`src/rtl/sim_run_ctrl.sv`:
```
// sim_run_ctrl
//
// Cycle-accurate run sequencer for the simulation top. It replaces fixed
// time delays with a small state machine:
//   1. holds the CPU in reset for RESET_CYCLES cycles after a start pulse,
//   2. counts run cycles until the CPU halts or MAX_CYCLES is reached,
//   3. waits DRAIN_CYCLES cycles for in-flight traffic to settle,
//   4. requests a memory dump on each channel in turn, using a
//      request/acknowledge handshake,
//   5. raises a sticky done flag and waits for the next start pulse.
//
// Ports
//   clk        : clock
//   rst        : synchronous active-high reset
//   start      : launch pulse, only accepted while idle or done
//   halt       : CPU halted, only looked at while running
//   cpu_rstn   : registered active-low reset for the CPU
//   dump_mem   : one-hot dump request, held until acknowledged
//   dump_ack   : per-channel dump completion
//   cycle_cnt  : run cycles elapsed, frozen once the run stops
//   timeout    : sticky, the run was ended by the cycle limit
//   done       : sticky, every dump channel has completed
//
// Optional feature (macro SIM_RUN_CTRL_PASSFAIL_EN)
//   tohost_valid / tohost_data : test-result mailbox; a write while running
//                                stops the run like halt does
//   pass / fail                : sticky verdict flags; a timeout is a fail
//   Without the macro these ports and their logic do not exist.

module sim_run_ctrl #(
    parameter int RESET_CYCLES = 4,
    parameter int MAX_CYCLES   = 10000,
    parameter int DRAIN_CYCLES = 8,
    parameter int DUMP_CH      = 2,
    parameter int CNT_W        = 32
) (
    input  logic               clk,
    input  logic               rst,
    input  logic               start,
    input  logic               halt,
    output logic               cpu_rstn,
    output logic [DUMP_CH-1:0] dump_mem,
    input  logic [DUMP_CH-1:0] dump_ack,
    output logic [CNT_W-1:0]   cycle_cnt,
    output logic               timeout,
    output logic               done
`ifdef SIM_RUN_CTRL_PASSFAIL_EN
    ,
    input  logic               tohost_valid,
    input  logic [31:0]        tohost_data,
    output logic               pass,
    output logic               fail
`endif
);

    localparam int IDX_W = (DUMP_CH > 1) ? $clog2(DUMP_CH) : 1;

    localparam logic [CNT_W-1:0] RESET_LAST = CNT_W'(RESET_CYCLES - 1);
    // A zero drain length still spends the single DRAIN cycle that follows
    // the stop edge, so both 0 and 1 leave DRAIN after its first cycle.
    localparam logic [CNT_W-1:0] DRAIN_LAST = (DRAIN_CYCLES == 0) ? '0 : CNT_W'(DRAIN_CYCLES - 1);
    localparam logic [CNT_W-1:0] MAX_CNT    = CNT_W'(MAX_CYCLES);
    localparam logic [IDX_W-1:0] LAST_IDX   = IDX_W'(DUMP_CH - 1);

    typedef enum logic [2:0] {
        S_IDLE,
        S_RESET,
        S_RUN,
        S_DRAIN,
        S_DUMP,
        S_DONE
    } state_t;

    state_t           state;
    logic [CNT_W-1:0] phase_cnt;
    logic [IDX_W-1:0] idx;
    logic             stop_req;

`ifdef SIM_RUN_CTRL_PASSFAIL_EN
    // Upper 32 bits hold the failing mailbox value, bit 0 marks it as valid.
    logic [32:0] fail_code;
    assign stop_req = halt | tohost_valid;
`else
    assign stop_req = halt;
`endif

    always_ff @(posedge clk) begin
        if (rst) begin
            state     <= S_IDLE;
            cpu_rstn  <= 1'b0;
            dump_mem  <= '0;
            cycle_cnt <= '0;
            timeout   <= 1'b0;
            done      <= 1'b0;
            phase_cnt <= '0;
            idx       <= '0;
`ifdef SIM_RUN_CTRL_PASSFAIL_EN
            pass      <= 1'b0;
            fail      <= 1'b0;
            fail_code <= '0;
`endif
        end else begin
            case (state)
                S_IDLE, S_DONE: begin
                    if (start) begin
                        state     <= S_RESET;
                        cpu_rstn  <= 1'b0;
                        dump_mem  <= '0;
                        cycle_cnt <= '0;
                        timeout   <= 1'b0;
                        done      <= 1'b0;
                        phase_cnt <= '0;
`ifdef SIM_RUN_CTRL_PASSFAIL_EN
                        pass      <= 1'b0;
                        fail      <= 1'b0;
                        fail_code <= '0;
`endif
                    end
                end

                S_RESET: begin
                    if (phase_cnt == RESET_LAST) begin
                        state     <= S_RUN;
                        cpu_rstn  <= 1'b1;
                        // The first run cycle already counts as cycle 1.
                        cycle_cnt <= CNT_W'(1);
                        phase_cnt <= '0;
                    end else begin
                        phase_cnt <= phase_cnt + CNT_W'(1);
                    end
                end

                S_RUN: begin
                    // The displayed count already includes the current cycle,
                    // so a stop freezes it rather than incrementing it again.
                    // Halt is checked first so it wins over a simultaneous timeout.
                    if (stop_req) begin
                        state     <= S_DRAIN;
                        phase_cnt <= '0;
`ifdef SIM_RUN_CTRL_PASSFAIL_EN
                        if (tohost_valid) begin
                            if (tohost_data == 32'd1) begin
                                pass <= 1'b1;
                            end else begin
                                fail      <= 1'b1;
                                fail_code <= {tohost_data, 1'b1};
                            end
                        end
`endif
                    end else if ((MAX_CYCLES != 0) && (cycle_cnt == MAX_CNT)) begin
                        state     <= S_DRAIN;
                        phase_cnt <= '0;
                        timeout   <= 1'b1;
`ifdef SIM_RUN_CTRL_PASSFAIL_EN
                        fail      <= 1'b1;
`endif
                    end else if (cycle_cnt != '1) begin
                        cycle_cnt <= cycle_cnt + CNT_W'(1);
                    end
                end

                S_DRAIN: begin
                    if (phase_cnt == DRAIN_LAST) begin
                        state    <= S_DUMP;
                        idx      <= '0;
                        dump_mem <= DUMP_CH'(1);
                    end else begin
                        phase_cnt <= phase_cnt + CNT_W'(1);
                    end
                end

                S_DUMP: begin
                    // An empty dump_mem is the one-cycle gap between channels;
                    // acks are only honoured on the channel currently requested.
                    if (dump_mem == '0) begin
                        dump_mem <= DUMP_CH'(1) << idx;
                    end else if ((dump_ack & dump_mem) != '0) begin
                        dump_mem <= '0;
                        if (idx == LAST_IDX) begin
                            state <= S_DONE;
                            done  <= 1'b1;
                        end else begin
                            idx <= idx + IDX_W'(1);
                        end
                    end
                end

                default: begin
                    state    <= S_IDLE;
                    cpu_rstn <= 1'b0;
                    dump_mem <= '0;
                end
            endcase
        end
    end

endmodule

```
`config.mk`:
```
export PLATFORM = sky130hd
export DESIGN_NAME = sim_run_ctrl
export DESIGN_NICKNAME = d
export VERILOG_FILES = /design/src/rtl/sim_run_ctrl.sv
export SDC_FILE = /design/constraint.sdc
export NUM_CORES = 1
export LEC_CHECK = 0
export ABC_AREA = 1
export CAP_MARGIN = 20
export CORE_MARGIN = 2
export CORE_UTILIZATION = 30
export CTS_CLUSTER_SIZE = 8
export DETAILED_ROUTE_END_ITERATION = 16
export DONT_BUFFER_PORTS = 1
export GPL_TIMING_DRIVEN = 1
export SLEW_MARGIN = 25
export SYNTH_ARGS = -nofsm -noshare
export SYNTH_HDL_FRONTEND = slang
export SYNTH_SLANG_ARGS = --single-unit
```
`constraint.sdc`:
```
create_clock -name clk -period 3.7 [get_ports clk]
set_input_delay 0.37 -clock clk [delete_from_list [all_inputs] [get_ports clk]]
set_output_delay 0.37 -clock clk [all_outputs]
set_load 0.02 [all_outputs]
```
[Yosys cells after proc, flatten, opt, wreduce, memory -nomap -nowiden]
Cells that the tools add are included.
Word-level totals
  logic and storage cells: 96
  output and inout bits: 37
  flip-flop bits (word level): 73
Cells by class
  bitwise logic cells: 3
  reductions and logical operators: 19
  eq/ne operators: 22
  $add $sub $neg: 3
  multiplexer cells: 40
  shift operators: 1
Operator list (number)
  32-bit two-way mux: 9
  32-bit one-hot mux with 4 select lines: 1
  32-bit one-hot mux with 3 select lines: 1
  32-bit by 1-bit adder with 32-bit output (second input constant): 2
  32-bit by 14-bit == test with 1-bit output (second input constant): 1
  32-bit by 2-bit == test with 1-bit output (second input constant): 1
  32-bit by 3-bit == test with 1-bit output (second input constant): 1
  32-bit != test (second input constant): 1
  3-bit two-way mux: 8
  2-bit != test (second input constant): 11
  4-bit AND reduction: 4
  3-bit one-hot mux with 5 select lines: 1
  1-bit two-way mux: 11
  2-bit two-way mux: 4
  2-bit one-hot mux with 4 select lines: 1
  2-bit nonzero test: 4
  7-bit AND reduction: 1
  3-bit by 2-bit == test with 1-bit output (second input constant): 2
  3-bit == test (second input constant): 2
  3-bit != test (second input constant): 2
  1-bit one-hot mux with 2 select lines: 3
  6-bit AND reduction: 1
  5-bit AND reduction: 1
  4-bit nonzero test: 1
  12 further kinds: 14

[Longest topological paths before layout]
Gate-level depths: netlist of the first run.
  word-level depth: 5
  mapped depth: 12

[Worst setup path after synthesis of the first run]
OpenSTA, ideal clock, no wires.
  kind: reg-to-reg
  start point: register cycle_cnt[0]
  end point: register cycle_cnt[18]
  clock period less this slack: 1.941 ns
  path buffers: 1
  arrival time: 1.870 ns
  stages on the path, launching flop included: 11
  data required time: 3.630 ns
  setup slack: 1.759 ns
  cell sequence: dfxtp_1 ha_1 nand2_2 nor2_2 nand2_2 nor2_2 nand3_1 nand3_2 buf_2 o21ai_0 a21oi_1
On the way
  word-level cells in the longest chain between the ends: 5
  elaborated cells on any way between the ends: 10
  classes of those cells: 1 x add/sub; 4 x eq/ne; 4 x mux; 1 x reduce/logical
Ends and longest elaborated chain
  start: declaration: line 44  | output logic [CNT_W-1:0] cycle_cnt,
  start signal: assignment: line 158  | cycle_cnt <= cycle_cnt + CNT_W'(1);
  32-bit by 1-bit adder with 32-bit output: line 158
  32-bit two-way mux: line 157  | end else if (cycle_cnt != '1) begin
  32-bit two-way mux: line 150  | end else if ((MAX_CYCLES != 0) && (cycle_cnt == MAX_CNT)) begin
  32-bit two-way mux: line 137  | if (stop_req) begin
  32-bit one-hot mux with 3 select lines: line 103  | case (state)
Parallel ways exist; a longest one is shown, timed or not. The select of a mux whose other input is x is not followed.
A chain may end at the register's enable or synchronous reset.

[Worst setup path in the final report of the first run]
  start point: register cycle_cnt[0]
  end point: register cycle_cnt[28]
Same word-level chain as after synthesis.

==> results of run 1 <==
==> worst max-delay path: cells and delay by family, from the launching register on <==
family                     cells  cell delay [ns]
DFF                            1             0.60
buffers and inverters          1             0.16
adders and majority gates      1             0.25
and+or+nand+nor                9             1.72
==> flip-flops by register name, indices dropped and copies added, names as in the netlist <==
| signal | count |
|---|---|
| done | 1 |
| timeout | 1 |
| phase_cnt | 32 |
| cycle_cnt | 32 |
| state | 3 |
| cpu_rstn | 1 |
| idx | 1 |
| dump_mem | 2 |
==> cells in the final DEF (no fill, tap or decap), types with 2 or more instances in the layout <==
cell type,count
o21ai_4,2
nor2_1,180
dfxtp_1,73
nand3_1,55
nand4_1,16
nor3b_1,4
inv_1,74
o21ai_1,3
buf_4,4
o21ai_0,39
ha_1,4
nor3_1,14
nand2_2,3
o211ai_1,11
xnor2_1,9
nor2_2,8
a21o_1,3
a21oi_1,64
inv_2,4
nand2_1,269
nand3b_1,3
o21bai_1,8
clkinv_2,3
clkbuf_16,9
xor2_1,17
clkbuf_8,2
==> final cells by class <==
type | instances | area (sq um) | area share
clock buffer | 11 | 253 | 0.0443
timing repair buffer | 4 | 30.0 | 0.00526
multi-input combinational | 719 | 3330 | 0.584
tap | 225 | 282 | 0.0494
sequential | 73 | 1460 | 0.256
clock inverter | 5 | 53.8 | 0.00943
inverter | 78 | 293 | 0.0513
==> metal layers <==
metal	up-vias	track usage
met1	2474	0.217
met3	30	0.0429
met4	0	0.0654
met5	-	0
li1	2854	-
met2	126	0.293
==> power by group <==
part / internal, uW / leakage, uW / switching, uW
logic: 265 / 0.00129 / 820
clock network: 556 / 0.000155 / 349
registers: 854 / 0.000590 / 162
==> cell families after synthesis <==
family          Yosys count  share of synthesized area
flops                    73                      0.279
xor+xnor                 26                     0.0435
buf+inv                 104                     0.0842
simple gates            557                      0.441
compound gates          132                      0.142
fa+ha+maj                 4                    0.00957
==> worst paths after layout <==
kind | to | slack [ns] | cells after the start
max | cycle_cnt[28] | 0.86 | 11
min | cycle_cnt[9] | 0.09 | 1
max reg2reg | cycle_cnt[28] | 0.86 | 11
min reg2reg | phase_cnt[29] | 0.50 | 2
==> through the flow <==
| step | area (sq um) | instances | power (uW) | hold WS, ns | utilization |
|---|---|---|---|---|---|
| 2_1_floorplan | 5230 | 896 | 1930 | 0.465 | - |
| 3_3_place_gp | 5400 | 1099 | 2120 | 0.446 | 0.314 |
| 3_5_place_dp | 5400 | 1099 | 2120 | 0.448 | 0.314 |
| 4_1_cts | 5700 | 1115 | 3040 | 0.0743 | 0.332 |
| 5_1_grt | 5700 | 1115 | 3220 | 0.0761 | 0.332 |
| 6_report | 5700 | 1115 | 3010 | 0.0942 | 0.332 |
==> flow_summary.ini, run 1 <==
[run_status]
outcome = complete, no violations

[sta]
skew_ns = 0.0112
finalSetupViolCount = 0
layout_min_cycle_time_ns = 2.84
setup_ws_ns = 0.855
hold_violations = 0
rsz0062_at_grt = no
fmaxAchievable_mhz = 352
relSlewSlack = 0.620
fin_tns_setup_ns = 0
final_max_slew_viol_count = 0
worst_pin_slew_ns = 0.569
period_share = 0.769

[synth]
synth_top_area_share = 0.279
synthTopCellsByArea = dfxtp_1 28%, nand2_1 19%, nor2_1 13%
yosysSeqAreaShare = 0.279
synth_edf_count = 0
yosysUniqueCellTypes = 34
synth_seq_cells = 73
synth_common_cells = 269 x nand2_1, 181 x nor2_1, 74 x inv_1
async_flop_share = 0
yosys.area.top_type = dfxtp_1
synth_nets = 906
postSynthAreaPerCell_sq_um = 5.84
ys_warn_count = 0
synth_area_sq_mm = 0.00523
yosys_most_used_dff = dfxtp_1
synth.most_common_cell = nand2_1
synthCells = 896

[drt]
wl_mm = 15.6
vias_per_cell = 4.92
ant_nets = 0
drc_errors = 0
wl_met3_mm = 1.04
vias = 5484
top_layer = met4
met2_wirelength_mm = 7.18
drt_iter0_drc = 346
dr.pass1.iters = 5
wirelength_met1_mm = 6.91
wire_per_inst_microns = 14.0

[place]
dpl_worst_slack_ns = 0.882
place_hpwl_mm = 11.5
port-buffer-count = 0
place.gp.congestion = 0.965

[clocking]
cts_resized = 0
clk_pin_slew_ns = 0.06
htreeDepth = 3
cts_hold_buf = 0
cts_tree = yes
post_cts_buffers = 0
cts_buffer_depth = 2
cts-root-buf = clkbuf_16
cts-buffers-inserted = 9
clk_latency_ns = 0.35
cts_sinks = 73

[worst_setup_path]
crit_path_end_kind = flop
slowest_stage = dfxtp_1
r2r-start = cycle_cnt[0]
critPathMaxStageDelay_ns = 0.60
worstPathMaxFanout = 37
crit_start = cycle_cnt[0]
arrival_ns = 3.08
startpoint_type = flop
critPathKind = flop to flop
critPathRequiredTime_ns = 3.93
path_cells = inv_1 -> ha_1 -> nor3b_1 -> nand2_1 -> nor2_1 -> nand3_1 -> nand3_2 -> nor2_8 -> nor2_1 -> nand2_1 -> nand2_1
critPathMostFrequentCell = nand2_1

[global_route]
first_global_vias = 5245
overflow = 0
grt.total_usage = 0.175
antenna_found_initial = 0
grt_max_degree = 58
grt_pass1_wl_mm = 25.9

[pwr]
ir_worst_vdd_v = 0.000262
p_leak_uw = 0.00204
p_per_area_mw_per_mm2 = 527

[floorplan]
dieHeight_microns = 136
io_pins = 43
core_sq_mm = 0.0172
die_area_sq_mm = 0.0185
placementRows = 48
fp.dieW_microns = 136
floorplan.initialDensity = 0.305

[finish]
final_net_count = 895
num_antenna_cells = 0
syn_to_final_growth_pct = 9.04
n_fill_cell = 1957
drive_gt1_frac = 0.0472

[job]
cap_viol_max_count = 0

[hold_path]
min_path_type = input pin to flop
worstHoldStart = rst
No activity file was read; power rests on OpenSTA's default activity.
==> run 2: changes to the inputs <==
==> constraint.sdc (replaced) <==
create_clock -name clk -period 3 [get_ports clk]
set_input_delay 0.3 -clock clk [delete_from_list [all_inputs] [get_ports clk]]
set_output_delay 0.3 -clock clk [all_outputs]
set_load 0.02 [all_outputs]
==> run 2 against run 1 <==
  * Register-to-register slack worse by 0.33 ns
  * Sequential share of layout area fell by 0.34 points
  * Routed wire length up 1.7%
  * Utilization up 0.44 points
  * Flip-flop and latch count did not move
  * Critical path type unchanged
==> flow_summary.ini, run 2 (same netlist as run 1, synthesis figures left out) <==
[global_route]
overflow = 0
grt_max_degree = 58
antenna_found_initial = 0
grt.total_usage = 0.177
grt_pass1_wl_mm = 26.0
first_global_vias = 5073

[clocking]
clk_pin_slew_ns = 0.06
htreeDepth = 3
post_cts_buffers = 0
cts_sinks = 73
clk_latency_ns = 0.35
cts_hold_buf = 0
cts-buffers-inserted = 9
cts-root-buf = clkbuf_16
cts_resized = 0
cts_buffer_depth = 2
cts_tree = yes

[worst_setup_path]
worstPathMaxFanout = 22
critPathKind = flop to flop
crit_path_end_kind = flop
r2r_slack_ns = 0.53
critPathRequiredTime_ns = 3.27
arrival_ns = 2.74
startpoint_type = flop

[pwr]
pwr-share-clk = 0.325
swShare = 0.422
comb_power_share = 0.361
pwr-share-seq = 0.314
p_leak_uw = 0.00207
p_int_uw = 2280
p_per_area_mw_per_mm2 = 682
ir_worst_vdd_v = 0.000345
power_switching_uw = 1660

[hold_path]
min_path_type = input pin to flop

[place]
place.gp.congestion = 0.933
port-buffer-count = 0
place_hpwl_mm = 11.7

[finish]
drive_gt1_frac = 0.0515
syn_to_final_growth_pct = 10.5
final_common_cell = nand2_1
final_net_count = 899
num_antenna_cells = 0
top_regs = cycle_cnt x32, phase_cnt x32, state x3
final_cell_mix = 269 x nand2_1, 180 x nor2_1, 74 x inv_1

[drt]
ant_nets = 0
wire_per_inst_microns = 14.1
vias = 5646
drt_iter0_drc = 387
drc_errors = 0
vias_per_cell = 5.05
wl_mm = 15.8
dr.pass1.iters = 5

[sta]
hold_violations = 0
final_max_slew_viol_count = 0
layout_min_cycle_time_ns = 2.47
finalSetupViolCount = 0
rsz0062_at_grt = no
skew_ns = 0.0100
fin_tns_setup_ns = 0
period_share = 0.824
worst_hold_slack_ns = 0.0175
fmaxAchievable_mhz = 405
relSlewSlack = 0.635
worst_pin_slew_ns = 0.546

[floorplan]
floorplan.initialDensity = 0.305
dieHeight_microns = 136
placementRows = 48
io_pins = 43
fp.dieW_microns = 136
core_sq_mm = 0.0172
die_area_sq_mm = 0.0185

[job]
cap_viol_max_count = 0

[run_status]
outcome = complete, no violations
==> run 2: path summary, 6_finish.rpt <==
check	from	endpoint	cells past startpoint
min reg2reg	phase_cnt[29]	phase_cnt[29]	2
min	rst	cycle_cnt[19]	1
max reg2reg	cycle_cnt[0]	cycle_cnt[11]	10
max	cycle_cnt[0]	cycle_cnt[11]	10
==> run 2: cell type report <==
type,instances,area (sq um)
Fill cell,1965,11400
Clock inverter,6,114
Clock buffer,10,239
Inverter,78,293
Multi-Input combinational cell,719,3330
Sequential cell,73,1460
Timing Repair Buffer,8,60.1
Tap cell,225,282
==> run 2: routing by layer <==
metal,track usage,vias to the layer above,share of wire
met5,0,-,0
met3,0.0410,38,0.067
met4,0.0706,0,0.024
li1,-,2861,-
met2,0.284,153,0.45
met1,0.228,2594,0.46
==> run 2: critical path, cell delays in order (launching register included) <==
cell and delay, ns:
dfxtp_1 0.61, ha_1 0.39, nand2_2 0.12, nor2_2 0.17, nand2_2 0.10, nor2_2 0.19, nand3_1 0.13, nand3_2 0.15
buf_4 0.26, o21ai_0 0.11, a21oi_1 0.16
==> run 2: power groups by stage <==
stage	sequential (uW)	clock, uW	combinational, uW
5_1_grt	1250	1340	1620
3_5_place_dp	1260	0	1440
3_3_place_gp	1260	0	1430
2_1_floorplan	1230	0	1160
4_1_cts	1240	1300	1440
6_report	1240	1280	1420
==> run 2: through the flow <==
stage                      util  power, uW  cell area (sq um)  setup slack, ns  instances
after CTS                 0.337       3990               5780            0.548       1119
after floorplan               -       2390               5230             1.06        896
after global placement    0.316       2690               5430            0.595       1103
after global routing      0.337       4220               5780            0.323       1119
after detailed placement  0.316       2700               5430            0.570       1103
final                     0.337       3940               5780            0.529       1119
==> run 3: changes to the inputs <==
==> constraint.sdc (replaced) <==
create_clock -name clk -period 2.4 [get_ports clk]
set_input_delay 0.24 -clock clk [delete_from_list [all_inputs] [get_ports clk]]
set_output_delay 0.24 -clock clk [all_outputs]
set_load 0.02 [all_outputs]
==> run 3 against run 2 <==
  * Worst setup slack worse by 0.19 ns
  * Utilization rose by 1.2 points
  * First-iteration DRC count is 2.3% higher
  * Critical path type unchanged
  * Largest power group unchanged
  * Highest routed layer unchanged
==> flow_summary.ini, run 3 (same netlist as run 1, synthesis figures left out) <==
[sta]
worst_hold_slack_ns = 0.0621
fmaxAchievable_mhz = 485
period_share = 0.859
fin_tns_setup_ns = 0
finalSetupViolCount = 0
final_max_slew_viol_count = 0
skew_ns = 0.00910
relSlewSlack = 0.628
worst_pin_slew_ns = 0.554
rsz0062_at_grt = no
hold_violations = 0
layout_min_cycle_time_ns = 2.06

[floorplan]
dieHeight_microns = 136
placementRows = 48
die_area_sq_mm = 0.0185
fp.dieW_microns = 136
floorplan.initialDensity = 0.305
core_sq_mm = 0.0172
io_pins = 43

[place]
place_area_sq_mm = 0.00564
port-buffer-count = 0
place.gp.congestion = 1.01
place_hpwl_mm = 12.0

[clocking]
htreeDepth = 3
clk_pin_slew_ns = 0.06
clk_latency_ns = 0.35
cts-buffers-inserted = 9
cts_tree = yes
cts_sinks = 73
post_cts_buffers = 0
cts-root-buf = clkbuf_16
cts_buffer_depth = 2

[global_route]
grt_max_degree = 56
grt.met1_usage = 0.229
overflow = 0
grt_pass1_wl_mm = 26.3
antenna_found_initial = 0
use_met3 = 0.0399
grt.total_usage = 0.180
met2_usage = 0.293
first_global_vias = 5240
globalRoute.busiestLayer = met2

[finish]
syn_to_final_growth_pct = 14.3
n_fill_cell = 1905
fin_area_sq_mm = 0.00598
drive_gt1_frac = 0.0803
seq_area_sq_mm = 0.00146
fin_util = 0.348
final_cell_mix = 269 x nand2_1, 180 x nor2_1, 74 x inv_1
final_net_count = 926
multi_input_area_sq_mm = 0.00333
final_common_cell = nand2_1
num_antenna_cells = 0
top_regs = cycle_cnt x32, phase_cnt x32, state x3

[worst_setup_path]
arrival_ns = 2.36
startpoint_type = flop
worstPathMaxFanout = 6
crit_path_end_kind = flop
critPathRequiredTime_ns = 2.70
critPathKind = flop to flop
r2r_cells = 10

[drt]
vias = 5686
wl_mm = 16.3
ant_nets = 0
dr.pass1.iters = 5
wire_per_inst_microns = 14.2
vias_per_cell = 4.96
drc_errors = 0
drt_iter0_drc = 396

[run_status]
outcome = complete, no violations

[pwr]
p_per_area_mw_per_mm2 = 833
p_leak_uw = 0.00221
ir_worst_vdd_v = 0.000489

[job]
cap_viol_max_count = 0

[hold_path]
hold_depth = 2
min_path_type = input pin to flop
-- run 3: cell count changes in the layout (fill, tap and decap cells not counted) --
cell	before	now
buf_12	0	1
bufinv_16	3	1
clkinv_2	0	1
buf_4	8	33
dfxtp_1	73	72
buf_16	0	1
clkbuf_8	1	3
inv_6	1	0
dfxtp_2	0	1
-- run 3: cell type report --
cell class                 instances  area share
sequential                        73       0.245
clock inverter                     4     0.00837
inverter                          78      0.0490
multi-input combinational        719       0.557
timing repair buffer              35      0.0494
clock buffer                      12      0.0446
tap                              225      0.0471
-- run 3: per-stage QoR --
stage | total power, uW | worst slack (ns) | std cells
after floorplan | 2980 | 0.459 | 896
after global placement | 3540 | 0.292 | 1129
after detailed placement | 3540 | 0.323 | 1129
after CTS | 5030 | 0.306 | 1146
after global routing | 5300 | 0.126 | 1146
final | 4980 | 0.338 | 1146
-- run 3: metal layers --
layer / part of all wire / up-vias
met5: 0 / -
met4: 0.034 / 0
met3: 0.059 / 37
met2: 0.45 / 155
met1: 0.46 / 2581
li1: - / 2913
-- run 3: path summary, 6_finish.rpt --
path	startpoint	to	slack, ns
max	cycle_cnt[4]	cycle_cnt[30]	0.34
min	halt	timeout	0.06
min reg2reg	phase_cnt[31]	phase_cnt[31]	0.49
max reg2reg	cycle_cnt[4]	cycle_cnt[30]	0.34
-- run 3: worst max-delay path: stages, from the launching register on --
cell     delay, ns
dfxtp_1       0.59
nand2_1       0.22
nor2_1        0.20
nand2_1       0.13
nor2_1        0.36
nand2_1       0.11
nand2_1       0.07
nand2_1       0.05
nor2_1        0.11
nand3_1       0.08
nand2_1       0.09
-- run 3: timing repair --
action | 4_1_cts | 5_1_grt
endpoints found under the hold margin | 55 | 0
resized for setup | 0 | 1
setup endpoints to repair | 0 | 1
hold buffers | 1 | 0
-- run 3: power breakdown --
group          internal [uW]  leakage, uW  switching, uW
Combinational            603      0.00147           1460
Clock                    888     0.000151            560
Sequential              1320     0.000591            159
Total                   2810      0.00221           2170
